### src/rtl/iec_sd_arbiter_if.sv
// ---------------------------------------------------------------------------
// iec_sd_arbiter_if
// Bundles the per-drive request side and the host block-device channel of the
// multi-drive IEC arbiter.
//   Drive side : drv_lba[NDR], drv_rd, drv_wr, drv_buff_din[NDR] (to arbiter),
//                drv_ack (from arbiter)
//   Host side  : sd_lba, sd_rd, sd_wr, sd_buff_din (from arbiter),
//                sd_ack, sd_buff_wr (to arbiter)
//   Status     : busy, grant, xfer_cnt (from arbiter)
// Modports: slave = arbiter view, master = surrounding system view.
// ---------------------------------------------------------------------------
interface iec_sd_arbiter_if #(
    parameter int NDR = 2
);
    logic [31:0]    drv_lba      [NDR];
    logic [NDR-1:0] drv_rd;
    logic [NDR-1:0] drv_wr;
    logic [NDR-1:0] drv_ack;
    logic [7:0]     drv_buff_din [NDR];

    logic [31:0]    sd_lba;
    logic           sd_rd;
    logic           sd_wr;
    logic           sd_ack;
    logic [7:0]     sd_buff_din;
    logic           sd_buff_wr;

    logic           busy;
    logic [1:0]     grant;
    logic [9:0]     xfer_cnt;

    modport slave (
        input  drv_lba, drv_rd, drv_wr, drv_buff_din, sd_ack, sd_buff_wr,
        output drv_ack, sd_lba, sd_rd, sd_wr, sd_buff_din, busy, grant, xfer_cnt
    );

    modport master (
        output drv_lba, drv_rd, drv_wr, drv_buff_din, sd_ack, sd_buff_wr,
        input  drv_ack, sd_lba, sd_rd, sd_wr, sd_buff_din, busy, grant, xfer_cnt
    );
endinterface

### src/rtl/iec_sd_arbiter.sv
// ---------------------------------------------------------------------------
// iec_sd_arbiter
// Round-robin arbiter serialising per-drive block-device requests of a
// multi-drive IEC unit onto the single host block-device channel.
//   clk_sys : system clock, all logic on its rising edge
//   reset_n : synchronous active-low reset
//   bus     : iec_sd_arbiter_if.slave (drive requests, host channel, status)
// One drive owns the host channel per transfer; ack and write data are routed
// to/from the granted drive only. A one-cycle GAP after each transfer keeps
// sd_rd/sd_wr low for at least one cycle between host requests.
// ---------------------------------------------------------------------------
module iec_sd_arbiter #(
    parameter int NDR = 2
) (
    input  logic             clk_sys,
    input  logic             reset_n,
    iec_sd_arbiter_if.slave  bus
);
    localparam int unsigned NDRU = NDR;

    typedef enum logic [1:0] {IDLE, REQ, XFER, GAP} state_t;

    state_t      state;
    logic [1:0]  last;

    logic        hit;
    logic [1:0]  pick;
    logic [31:0] pick_lba;
    logic        pick_rd;
    logic        pick_wr;
    logic        own_req;
    int unsigned best;

    // Distance of drive idx from the search start (last+1) in rotation order.
    function automatic int unsigned rr_dist(input int unsigned idx, input logic [1:0] from);
        return (idx + NDRU - 1 - 32'(from)) % NDRU;
    endfunction

    // Rotating-priority search: the requester closest to last+1 wins.
    always_comb begin
        hit      = 1'b0;
        pick     = '0;
        pick_lba = '0;
        pick_rd  = 1'b0;
        pick_wr  = 1'b0;
        best     = NDRU;
        for (int unsigned i = 0; i < NDRU; i++) begin
            if ((bus.drv_rd[i] | bus.drv_wr[i]) && (rr_dist(i, last) < best)) begin
                best     = rr_dist(i, last);
                hit      = 1'b1;
                pick     = 2'(i);
                pick_lba = bus.drv_lba[i];
                pick_rd  = bus.drv_rd[i];
                pick_wr  = bus.drv_wr[i] & ~bus.drv_rd[i];
            end
        end
    end

    // Granted drive still requesting, plus ack / write-data routing.
    always_comb begin
        own_req         = 1'b0;
        bus.drv_ack     = '0;
        bus.sd_buff_din = 8'hFF;
        for (int unsigned i = 0; i < NDRU; i++) begin
            if (bus.grant == 2'(i)) begin
                own_req        = bus.drv_rd[i] | bus.drv_wr[i];
                bus.drv_ack[i] = bus.sd_ack & bus.busy;
                if (bus.busy) begin
                    bus.sd_buff_din = bus.drv_buff_din[i];
                end
            end
        end
    end

    always_ff @(posedge clk_sys) begin
        if (!reset_n) begin
            state        <= IDLE;
            bus.sd_rd    <= 1'b0;
            bus.sd_wr    <= 1'b0;
            bus.sd_lba   <= '0;
            bus.busy     <= 1'b0;
            bus.grant    <= '0;
            bus.xfer_cnt <= '0;
            last         <= 2'(NDR - 1);
        end else begin
            case (state)
                IDLE: begin
                    if (hit) begin
                        bus.grant    <= pick;
                        bus.sd_lba   <= pick_lba;
                        bus.sd_rd    <= pick_rd;
                        bus.sd_wr    <= pick_wr;
                        bus.xfer_cnt <= '0;
                        bus.busy     <= 1'b1;
                        last         <= pick;
                        state        <= REQ;
                    end
                end
                REQ: begin
                    if (bus.sd_ack) begin
                        bus.sd_rd <= 1'b0;
                        bus.sd_wr <= 1'b0;
                        state     <= XFER;
                    end else if (!own_req) begin
                        // Drive withdrew before the host answered; last keeps it.
                        bus.sd_rd <= 1'b0;
                        bus.sd_wr <= 1'b0;
                        bus.busy  <= 1'b0;
                        state     <= IDLE;
                    end
                end
                XFER: begin
                    if (bus.sd_buff_wr && (bus.xfer_cnt != '1)) begin
                        bus.xfer_cnt <= bus.xfer_cnt + 10'd1;
                    end
                    if (!bus.sd_ack) begin
                        state <= GAP;
                    end
                end
                GAP: begin
                    bus.busy <= 1'b0;
                    state    <= IDLE;
                end
                default: begin
                    bus.busy <= 1'b0;
                    state    <= IDLE;
                end
            endcase
        end
    end
endmodule

### src/flat_wrapper.sv
// flat-port wrapper written by rule: the top's interface ports become plain ports
module iec_sd_arbiter_flat 
#(
    parameter int NDR = 2
)
  (clk_sys, reset_n, bus_drv_lba, bus_drv_rd, bus_drv_wr, bus_drv_buff_din, bus_sd_ack, bus_sd_buff_wr, bus_drv_ack, bus_sd_lba, bus_sd_rd, bus_sd_wr, bus_sd_buff_din, bus_busy, bus_grant, bus_xfer_cnt);
  iec_sd_arbiter_if #(.NDR(NDR)) bus_i ();
  input  logic clk_sys;
  input  logic reset_n;
  input wire logic [$bits(bus_i.drv_lba)-1:0] bus_drv_lba;
  input wire logic [$bits(bus_i.drv_rd)-1:0] bus_drv_rd;
  input wire logic [$bits(bus_i.drv_wr)-1:0] bus_drv_wr;
  input wire logic [$bits(bus_i.drv_buff_din)-1:0] bus_drv_buff_din;
  input wire logic [$bits(bus_i.sd_ack)-1:0] bus_sd_ack;
  input wire logic [$bits(bus_i.sd_buff_wr)-1:0] bus_sd_buff_wr;
  output wire logic [$bits(bus_i.drv_ack)-1:0] bus_drv_ack;
  output wire logic [$bits(bus_i.sd_lba)-1:0] bus_sd_lba;
  output wire logic [$bits(bus_i.sd_rd)-1:0] bus_sd_rd;
  output wire logic [$bits(bus_i.sd_wr)-1:0] bus_sd_wr;
  output wire logic [$bits(bus_i.sd_buff_din)-1:0] bus_sd_buff_din;
  output wire logic [$bits(bus_i.busy)-1:0] bus_busy;
  output wire logic [$bits(bus_i.grant)-1:0] bus_grant;
  output wire logic [$bits(bus_i.xfer_cnt)-1:0] bus_xfer_cnt;
  assign bus_i.drv_lba = {>>{bus_drv_lba}};
  assign bus_i.drv_rd = bus_drv_rd;
  assign bus_i.drv_wr = bus_drv_wr;
  assign bus_i.drv_buff_din = {>>{bus_drv_buff_din}};
  assign bus_i.sd_ack = bus_sd_ack;
  assign bus_i.sd_buff_wr = bus_sd_buff_wr;
  assign bus_drv_ack = bus_i.drv_ack;
  assign bus_sd_lba = bus_i.sd_lba;
  assign bus_sd_rd = bus_i.sd_rd;
  assign bus_sd_wr = bus_i.sd_wr;
  assign bus_sd_buff_din = bus_i.sd_buff_din;
  assign bus_busy = bus_i.busy;
  assign bus_grant = bus_i.grant;
  assign bus_xfer_cnt = bus_i.xfer_cnt;
  iec_sd_arbiter #(.NDR(NDR)) u_core (.clk_sys(clk_sys), .reset_n(reset_n), .bus(bus_i));
endmodule
### config.mk
export PLATFORM = sky130hd
export DESIGN_NAME = iec_sd_arbiter_flat
export DESIGN_NICKNAME = d
export VERILOG_FILES = /design/src/rtl/iec_sd_arbiter_if.sv /design/src/rtl/iec_sd_arbiter.sv /design/src/flat_wrapper.sv
export SDC_FILE = /design/constraint.sdc
export NUM_CORES = 1
export LEC_CHECK = 0
export CAP_MARGIN = 20
export CORE_ASPECT_RATIO = 1.5
export CORE_MARGIN = 1.5
export CORE_UTILIZATION = 60
export CTS_BUF_LIST = sky130_fd_sc_hd__clkbuf_4 sky130_fd_sc_hd__clkbuf_8 sky130_fd_sc_hd__clkbuf_16
export DETAILED_ROUTE_END_ITERATION = 6
export DONT_BUFFER_PORTS = 1
export GPL_TIMING_DRIVEN = 0
export PLACE_DENSITY_LB_ADDON = 0.25
export SLEW_MARGIN = 5
export SYNTH_ARGS = -nofsm -noshare
export SYNTH_HDL_FRONTEND = slang
export SYNTH_SLANG_ARGS = --single-unit
### constraint.sdc
create_clock -name clk_sys -period 3.88 [get_ports clk_sys]
set_input_delay 0.388 -clock clk_sys [delete_from_list [all_inputs] [get_ports clk_sys]]
set_output_delay 0.388 -clock clk_sys [all_outputs]
set_load 0.01 [all_outputs]
==> out/metrics.cfg <==
[outcome]
outcome=finished clean

[yosys]
syn_area_per_cell_um2=8.33
synth_ff_type=dfxtp_1
yosys.cell_types.count=46
synth_seq_cells=49
synth_edf_count=0
ys_warn_count=0
synth_top_area_cell=dfxtp_1
ys_seq_area_frac=0.406
synth.cell_area_um2=2420
synth.top_cell.area_share=0.406
yosys-top-cells-area=dfxtp_1, a221oi_1, nor3_1
syn_inst=290
async_reset_ff_frac=0
syn-num-nets=379

[layout]
final_cells=343
final_common_cell=dfxtp_1
antenna_cells=0
syn_to_final_growth_pct=6.06
layout-drive-gt1-share=0.0906
final_cell_mix=dfxtp_1, nor2_1, nor3_1, a221oi_1, nand2_1
nFillCells=372
fin_nets=386

[power_and_ir_drop]
p_leak_nw=0.897
peakVddDrop_v=0.000301
powerDensity_nw_per_um2=466
power_mw=1.20

[cts]
cts_tree=done
htreeDepth=2
ctsResizeCount=0
cts_hold_buf=0
numCtsBuffers=5
cts.clk_slew.worst_paths_ns=0.10
worstSkewPairLatency_ns=0.31
cts_sinks=49
postCtsSetupRepairBufs=0
cts_max_path_buffers=2
cts_root_buf=clkbuf_8

[setup_path]
cp.required_ns=3.49
end_kind=output port
crit_arrival_ns=1.70
cp_max_fo=10
slowest_stage=dfxtp_1
critPathMaxStageDelay_ns=0.51
start_kind=register
crit_chain=buf_1 -> mux2i_1 -> nand2_1
path_class=reg -> out

[grt]
grt_pass1_wl_um=9460
gr-usage-all-layers=0.296
grt_antenna_before_repair=0
grt_pass1_vias=2091
grt_max_degree=17
grt_overflow=0

[floorplan]
initial_core_util=0.621
rows=28
dieArea_um2=4420
die_h_um=80.7
core_area_um2=3890
boundaryPins=145
die_w_um=54.8

[sta]
rsz0062_at_grt=no
slew_viol_final=0
fmax_ghz=0.480
finClkSkew_ns=0.00649
setup_viol=0
final.min_clock_period_ns=2.09
hold_viol=0
post-route-period-util=0.537
worstMarginPinSlew_ns=0.591
fin_tns_setup_ns=0
maxSlewHeadroom=0.604

[routing]
first_pass_iters=4
drt-total-wl_um=6280
drc_errors=0
dr_total_vias=2289
routed_via_density=6.67
ant_nets=0
dr.first_iter.drc_count=45
wl_per_cell_um=18.3

[placement]
dp_cells=335
routabilityCongestion=0.835
io_buffer_count=0
place_hpwl_um=4900

[flow_run]
drv_cap=0

[min_path]
holdCritPathClass=in -> reg

==> cells in the mapped netlist (all sizes together), types with 4 or more instances <==
master  instances
a21oi          14
a221oi         30
buf            13
clkbuf         11
dfxtp          49
mux2i           9
nand2          22
nand2b          4
nand3           9
nor2           38
nor3           34
nor4            5
o21ai           7
==> area by class of cell <==
cell class / instances / area, um2 / area share
Sequential cell: 49 / 981 / 0.383
Tap cell: 45 / 56.3 / 0.0220
Multi-Input combinational cell: 213 / 1300 / 0.509
Inverter: 4 / 15.0 / 0.00586
Buffer: 24 / 116 / 0.0454
Clock buffer: 5 / 68.8 / 0.0269
Clock inverter: 3 / 21.3 / 0.00830
==> metal layers <==
layer	up-vias	GRT usage	share of wire
met5	-	0	0
li1	1105	-	-
met2	111	0.539	0.55
met1	1065	0.292	0.33
met4	0	0.125	0.015
met3	8	0.0874	0.096
==> final timing paths <==
| check | startpoint | depth (start not counted) | slack [ns] | to |
|---|---|---|---|---|
| max | u_core.bus.grant[0]$_SDFFE_PN0P_ | 3 | 1.79 | bus_sd_buff_din[2] |
| min | bus_drv_lba[32] | 2 | 0.21 | u_core.bus.sd_lba[0]$_SDFFE_PN0P_ |
| min reg2reg | u_core.bus.sd_wr$_SDFFE_PN0P_ | 2 | 0.51 | u_core.bus.sd_wr$_SDFFE_PN0P_ |
| max reg2reg | u_core.bus.xfer_cnt[0]$_SDFFE_PN0P_ | 5 | 2.07 | u_core.bus.xfer_cnt[5]$_SDFFE_PN0P_ |
==> cells by family (layout without fill, tap and decap cells) <==
kind of cell    Yosys count  count (layout)  share of synthesized area
compound gates           78              78                      0.248
fa+ha+maj                 1               1                    0.00518
simple gates            124             124                      0.248
buf+inv                  28              36                     0.0544
mux                       9               9                     0.0373
other cells               1               1                    0.00155
flops                    49              49                      0.406
==> registers in the layout (all words and copies together), names as in the netlist, named ones only <==
register / flops
u_core.bus.busy: 1
u_core.bus.grant: 1
u_core.bus.sd_lba: 32
u_core.bus.sd_rd: 1
u_core.bus.sd_wr: 1
u_core.bus.xfer_cnt: 10
u_core.last: 1
u_core.state: 1
==> power by group <==
part | leakage [nW] | switching [mW] | internal (mW)
registers | 0.404 | 0.0647 | 0.559
clock network | 0.0445 | 0.181 | 0.128
logic | 0.448 | 0.161 | 0.102
==> critical path: cells and delay by family, from the launching register on <==
| family | cells | cell delay (ns) |
|---|---|---|
| muxes | 1 | 0.26 |
| and+or+nand+nor | 1 | 0.12 |
| DFF | 1 | 0.51 |
| buffers and inverters | 1 | 0.50 |
==> through the flow <==
stage	hold WS, ns	utilization	setup WS [ns]	cell area (um2)
after floorplan	0.479	-	2.27	2420
after global placement	0.498	0.636	2.12	2470
after detailed placement	0.504	0.636	2.07	2470
after CTS	0.213	0.659	1.78	2560
after global routing	0.214	0.659	1.64	2560
final	0.214	0.659	1.79	2560
(Power assumes the default switching activity.)
